## src/rtl/uart_rx_ctrl.sv

```systemverilog
// UART receive front end: synchronises rx, validates the start bit, majority-votes each bit at
// mid-bit on a CLK_DIV-divided oversample tick, and reports frame completion or framing errors.
module uart_rx_ctrl #(
  parameter int CLK_DIV    = 4,
  parameter int OVERSAMPLE = 16,
  parameter int DATA_BITS  = 8
) (
  input  logic                 clk,
  input  logic                 rst,
  input  logic                 rx,
  output logic                 shift_bit,
  output logic                 shift_en,
  output logic [DATA_BITS-1:0] rx_data,
  output logic                 rx_done,
  output logic                 frame_err,
  output logic                 busy
);

  localparam int MID = OVERSAMPLE / 2;
  localparam int DW  = (CLK_DIV > 1) ? $clog2(CLK_DIV) : 1;
  localparam int SW  = $clog2(OVERSAMPLE);
  localparam int BW  = (DATA_BITS > 1) ? $clog2(DATA_BITS) : 1;

  localparam logic [DW-1:0] DIV_LAST  = DW'(CLK_DIV - 1);
  localparam logic [SW-1:0] SAMP_LAST = SW'(OVERSAMPLE - 1);
  localparam logic [SW-1:0] SAMP_A    = SW'(MID - 1);
  localparam logic [SW-1:0] SAMP_B    = SW'(MID);
  localparam logic [SW-1:0] SAMP_DEC  = SW'(MID + 1);
  localparam logic [BW-1:0] BIT_LAST  = BW'(DATA_BITS - 1);

  typedef enum logic [2:0] {IDLE, START, DATA, STOP, BREAK} state_t;

  function automatic logic vote3(input logic a, input logic b, input logic c);
    return (a & b) | (a & c) | (b & c);
  endfunction

  state_t                 state;
  logic                   rx_p0, rx_s, rx_prev;
  logic                   vld_p0, vld_p1, vld_prev;
  logic [DW-1:0]          div_cnt;
  logic [SW-1:0]          samp_cnt;
  logic [BW-1:0]          bit_cnt;
  logic                   samp_a, samp_b;
  logic [DATA_BITS-1:0]   rx_shadow;
  logic                   tick, decide, vote, fall;

  // Stage p0/p1: two-flop synchroniser; valid bits keep reset-time flop contents from
  // masquerading as a real high line, so a line held low through reset is not an edge.
  always_ff @(posedge clk or negedge rst) begin
    if (!rst) begin
      rx_p0    <= 1'b1;
      rx_s     <= 1'b1;
      rx_prev  <= 1'b1;
      vld_p0   <= 1'b0;
      vld_p1   <= 1'b0;
      vld_prev <= 1'b0;
    end else begin
      rx_p0    <= rx;
      rx_s     <= rx_p0;
      rx_prev  <= rx_s;
      vld_p0   <= 1'b1;
      vld_p1   <= vld_p0;
      vld_prev <= vld_p1;
    end
  end

  assign fall   = vld_prev & rx_prev & ~rx_s;
  assign tick   = (div_cnt == DIV_LAST);
  assign decide = tick && (samp_cnt == SAMP_DEC);
  assign vote   = vote3(samp_a, samp_b, rx_s);
  assign busy   = (state != IDLE);

  // Stage p2: tick generation, mid-bit sampling and frame FSM
  always_ff @(posedge clk or negedge rst) begin
    if (!rst) begin
      state     <= IDLE;
      div_cnt   <= '0;
      samp_cnt  <= '0;
      bit_cnt   <= '0;
      samp_a    <= 1'b1;
      samp_b    <= 1'b1;
      rx_shadow <= '0;
      rx_data   <= '0;
      shift_bit <= 1'b0;
      shift_en  <= 1'b0;
      rx_done   <= 1'b0;
      frame_err <= 1'b0;
    end else begin
      shift_en  <= 1'b0;
      rx_done   <= 1'b0;
      frame_err <= 1'b0;

      // Counters sit at zero while idle so the tick phase starts fresh at the start edge.
      if (state == IDLE) begin
        div_cnt  <= '0;
        samp_cnt <= '0;
      end else begin
        div_cnt <= tick ? '0 : div_cnt + 1'b1;
        if (tick) begin
          samp_cnt <= (samp_cnt == SAMP_LAST) ? '0 : samp_cnt + 1'b1;
          if (samp_cnt == SAMP_A) samp_a <= rx_s;
          if (samp_cnt == SAMP_B) samp_b <= rx_s;
        end
      end

      case (state)
        IDLE: begin
          if (fall) state <= START;
        end
        START: begin
          if (decide) begin
            if (!vote) begin
              state   <= DATA;
              bit_cnt <= '0;
            end else begin
              state <= IDLE;
            end
          end
        end
        DATA: begin
          if (decide) begin
            shift_bit          <= vote;
            shift_en           <= 1'b1;
            rx_shadow[bit_cnt] <= vote;
            if (bit_cnt == BIT_LAST) state <= STOP;
            else bit_cnt <= bit_cnt + 1'b1;
          end
        end
        STOP: begin
          if (decide) begin
            if (vote) begin
              rx_data <= rx_shadow;
              rx_done <= 1'b1;
              state   <= IDLE;
            end else begin
              frame_err <= 1'b1;
              state     <= BREAK;
            end
          end
        end
        BREAK: begin
          if (rx_s) state <= IDLE;
        end
        default: state <= IDLE;
      endcase
    end
  end

endmodule

```

## config.mk

```make
export PLATFORM = sky130hd
export DESIGN_NAME = uart_rx_ctrl
export DESIGN_NICKNAME = d
export VERILOG_FILES = /design/src/rtl/uart_rx_ctrl.sv
export SDC_FILE = /design/constraint.sdc
export NUM_CORES = 1
export LEC_CHECK = 0
export ABC_CLOCK_PERIOD_IN_PS = 2100
export BUFFER_PORTS_ARGS = -buffer_cell sky130_fd_sc_hd__buf_2
export CELL_PAD_IN_SITES_DETAIL_PLACEMENT = 0
export CELL_PAD_IN_SITES_GLOBAL_PLACEMENT = 1
export CORE_MARGIN = 1.5
export CORE_UTILIZATION = 24
export DETAILED_ROUTE_END_ITERATION = 8
export PLACE_DENSITY = 0.41
export SLEW_MARGIN = 20
export SYNTH_ARGS = -nofsm -noshare
export SYNTH_HDL_FRONTEND = slang
export SYNTH_SLANG_ARGS = --single-unit
```

## constraint.sdc

```tcl
create_clock -name clk -period 2.1 [get_ports clk]
set_input_delay 0.42 -clock clk [delete_from_list [all_inputs] [get_ports clk]]
set_output_delay 0.42 -clock clk [all_outputs]
set_load 0.01 [all_outputs]
```

After elaboration in Yosys (flattened, before gate mapping) --
Cells that the tools add are included.
Word-level totals: flip-flop bits (word level) 40, bits of input ports 3, output and inout bits 13, logic and storage cells 92
Operators by class: add/sub/neg operators 3, order comparisons 2, equal/unequal tests 18, multiplexer cells 30, bitwise logic cells 9, reduce and logical (&&, ||, !) cells 12
Operators by type and width (count):
- 2-to-1 mux 3 bit | 11
- != test 2 bit (second input constant) | 8
- one-hot mux 3 bit (5 select lines) | 1
- equality test 4 bit (second input constant) | 3
- 2-to-1 mux 4 bit | 3
- 2-to-1 mux 1 bit | 9
- AND reduction 3 bit | 3
- bitwise mux 8 bit | 1
- equality test 3 x 2 -> 1 bit (second input constant) | 2
- equality test 3 bit (second input constant) | 2
- 2-to-1 mux 2 bit | 3
- one-hot mux 3 bit (2 select lines) | 1
- AND reduction 6 bit | 1
- bitwise AND 1 bit | 5
- AND reduction 5 bit | 1
- adder 4 x 1 -> 4 bit (second input constant) | 1
- equality test 4 x 3 -> 1 bit (second input constant) | 1
- < comparator 3 x 4 -> 1 bit (second input constant) | 1
- nonzero test 2 bit | 2
- adder 3 x 1 -> 3 bit (second input constant) | 1
- demux 1 bit (select 3 bit) | 1
- equality test 3 x 1 -> 1 bit (second input constant) | 1
- greater-or-equal comparator 3 x 1 -> 1 bit (second input constant) | 1
- logical NOT 3 bit | 1
- other kinds (7) | 10

Longest topological paths before layout --
depth in word-level cells 6, depth in mapped cells 7, mapped depth without buffers 7

Worst setup path after synthesis --
No wires, ideal clock.
path type register to register, start reg samp_cnt[1], end reg rx_data[0], setup time 125 ps, arrival time 1686 ps, required time 1975 ps, slack 289 ps, cell stages (with the launch flop) 8, buffers on the path 1, clock period less this slack 1811 ps, path through dfrtp_1 -> inv_1 -> ha_1 -> and4b_2 -> nand2_2 -> or3_1 -> buf_6 -> mux2_4
Between the ends: longest elaborated chain between the ends 3
RTL lines:
- start: declaration | RTL line 41 | logic [SW-1:0] samp_cnt;
- start signal: assignment | RTL line 100 | samp_cnt <= (samp_cnt == SAMP_LAST) ? '0 : samp_cnt + 1'b1;
- equality test 4 bit | RTL line 69 | assign decide = tick && (samp_cnt == SAMP_DEC);
- logical AND 1 bit | RTL line 69
- AND reduction 3 bit (no line)
- end signal: assignment | RTL line 132 | rx_data <= rx_shadow;
- end: declaration | RTL line 13 | output logic [DATA_BITS-1:0] rx_data,
No other way between the ends. A chain may end at the register's enable or synchronous reset.

Final worst setup path --
start reg samp_cnt[1], end reg rx_data[5]
Same word-level chain as after synthesis.

==> metrics <==
status completed; Synth Instances 141; H-tree depth 2; CP required 2280 ps; Finished Layout Cells 265; Die Ht 89.22 µm; DRC viols 0; # Post-CTS Setup Buffers 0; layout cells sized above 1 0.3675; Distinct cells, synth 35; Area growth syn-to-layout 18.37%; number of flops mapped to enable cells by yosys 0; Primary FF master, synth dfrtp_1; most common cell after layout, fill and taps aside dfrtp_1; die outline width 89.22 µm; Worst Setup Path Type reg -> reg; initial antenna violation count 0; Buf/Inv on CP 2; internal power 1.403 mW; leakage 1.034 nW; Final Hold Viols 0; Final Cell Area 0.002112 mm²; Final Worst Setup Slack 128.3 ps; logic gate share of total power 0.205; vias 1090; drt via density 4.113; nets 174; CTS tree yes; critical-path cell list inv_1, ha_1, and4b_2, nand2_2, or3_1, buf_4, mux2_4; # placed instances 257; port bufs 15; Net Sw Frac 0.2887; Antenna Nets Post-Route 0; Syn Area/Cell 12.65 µm²; CTS buffer count 5; most frequent cells in the layout dfrtp_1 (35), buf_2 (15), mux2_2 (10), buf_4 (10); sequential share of power 0.479; CP Capture Type register; reg2reg start samp_cnt[1]; Slowest-stage cell, CP dfrtp_1; CP delay by family, top simple AND/OR/NAND/NOR gates; crit path max fanout 8; power share of the clock group 0.316; DRT Wirelength 3348 µm; Synth Register Bits 40; r2r worst-path depth 7; RSZ-0062 raised after global routing false; FFs w/ async S/R, synth 1.000; worst slack, placed 123.8 ps; Worst-Skew Late Latency 290 ps; count of warnings emitted by yosys 0; Clock Path Buffers 2; Post-Synthesis Cell Area 0.001784 mm²; TNS Setup 0 ps; Root Buffer Master clkbuf_8; Seq/Total Area, Yosys 0.5645; max-cap viol count 0; final core utilization 0.2928; largest net degree at the start of global routing 41; Peak VDD IR 0.3845 mV; Placed Area 0.002004 mm²; max frequency 507.2 MHz; FF-to-FF setup slack 130 ps; reg2reg end rx_data[5]; worst rel slew slack 0.6589; Power Density 933.9 mW/mm²; vias in the first global route 1079; fin. max-slew vios 0; Worst Max-Slew Pin Slew 511.7 ps; total congestion overflow 0; crit share post-route 0.9389; Psw 0.5694 mW; Initial Utilization 0.2473; number of inserted diodes 0; max incr delay on CP 430 ps; crit path time final 1972 ps; drt wl/cell 12.63 µm; post-CTS sizing 0; DRT iter0 DRCs 34; CTS Sinks 40; std cell rows 31; drt first pass iters 4; CTS clk-pin slew, worst paths 80 ps; Core ar. 0.007214 mm²; Setup-failing EPs final 0; syn_nets 150; startpoint types register; I/O pins 16; global-route wire length before repair 5478 µm; Hold Path Class in -> async; total track usage 0.09564; Die Area 0.007960 mm²; Critical Path AT 2150 ps; hold_buf cts 0; dpl hpwl 2340 µm; clk_skew 8.961 ps; RePlAce Congestion 0.6886
## final cells by class
cell class	count	area [µm²]
timing repair buffer	25	150.1
clock inverter	2	35.03
multi-input combinational	86	696.9
clock buffer	6	72.57
inverter	7	26.28
tap	99	123.9
sequential	40	1007
fill	752	5102
## metrics by stage
step	total power [mW]	hold slack (ps)
5_1_grt	2.108	204.2
3_3_place_gp	1.366	335.3
2_1_floorplan	1.244	124.4
3_5_place_dp	1.369	347.8
6_report	1.972	179.7
4_1_cts	2.004	209.7
## power by group through the flow
stage               sequential, mW  clock (mW)  combinational (mW)
floorplan                    0.934           0               0.309
global placement             0.956           0               0.409
detailed placement           0.961           0               0.408
CTS                          0.945       0.647               0.412
global route                 0.959       0.686               0.463
finish                       0.945       0.623               0.404
## kinds of logic (layout without fill, tap and decap cells)
logic type | Yosys count | after routing | synth area share
AND/OR/NAND/NOR | 46 | 46 | 0.1473
flip-flops | 40 | 40 | 0.5645
multiplexers | 22 | 22 | 0.1529
buffers and inverters | 15 | 40 | 0.04487
AO/OA/AOI/OAI | 9 | 9 | 0.03576
adder cells (fa/ha/maj) | 7 | 7 | 0.04768
other | 1 | 1 | 0.002102
XOR/XNOR | 1 | 1 | 0.004910
## flip-flops by register name (all words and copies together) (netlist names)
register   cells
state          3
vld_prev       1
frame_err      1
vld_p0         1
samp_b         1
samp_a         1
rx_prev        1
shift_bit      1
rx_s           1
samp_cnt       4
vld_p1         1
rx_shadow      8
rx_done        1
rx_p0          1
rx_data        8
div_cnt        2
bit_cnt        3
shift_en       1
## synth_stat cells, drive strengths merged, types with 2 or more instances
| library cell | number | area (µm²) |
|---|---|---|
| inv | 7 | 26.27 |
| nand2b | 2 | 12.51 |
| nor4 | 4 | 25.02 |
| nand4 | 4 | 25.02 |
| mux2i | 4 | 40.04 |
| o21ai | 2 | 10.01 |
| nand2 | 8 | 32.54 |
| buf | 4 | 38.78 |
| dfstp | 5 | 131.4 |
| mux2 | 18 | 232.7 |
| dfrtp | 35 | 875.8 |
| nor2b | 2 | 12.51 |
| nor3 | 9 | 50.05 |
| nand3 | 3 | 15.01 |
| a21o | 2 | 15.01 |
| nand4b | 3 | 26.28 |
| ha | 6 | 75.07 |
| clkbuf | 4 | 15.01 |
| nor2 | 7 | 26.28 |
| a21oi | 2 | 10.01 |
## worst register-to-register path, delay by kind of cell, from the launching register on
family | cells | cell delay (ps)
simple gates | 3 | 680
flops | 1 | 430
mux | 1 | 310
buf+inv | 2 | 290
fa+ha+maj | 1 | 160
## worst max-delay path by stage
stage | start | end | slack (ps) | cells after the start
after floorplan | samp_cnt[1] | rx_data[0] | 290 | 7
after global placement | samp_cnt[1] | rx_data[5] | 150 | 7
after detailed placement | samp_cnt[1] | rx_data[5] | 120 | 7
after CTS | samp_cnt[1] | rx_data[5] | 120 | 7
after global routing | samp_cnt[1] | rx_data[5] | 20 | 7
final | samp_cnt[1] | rx_data[5] | 130 | 7
## layer usage
metal  routed length [µm]  global-route usage
met1                 1718              0.1333
met3                  134             0.03324
met2                 1465              0.1353
met4                   29             0.03776
met5                    0                   0
Note: power is estimated with default switching activity, not from simulation.
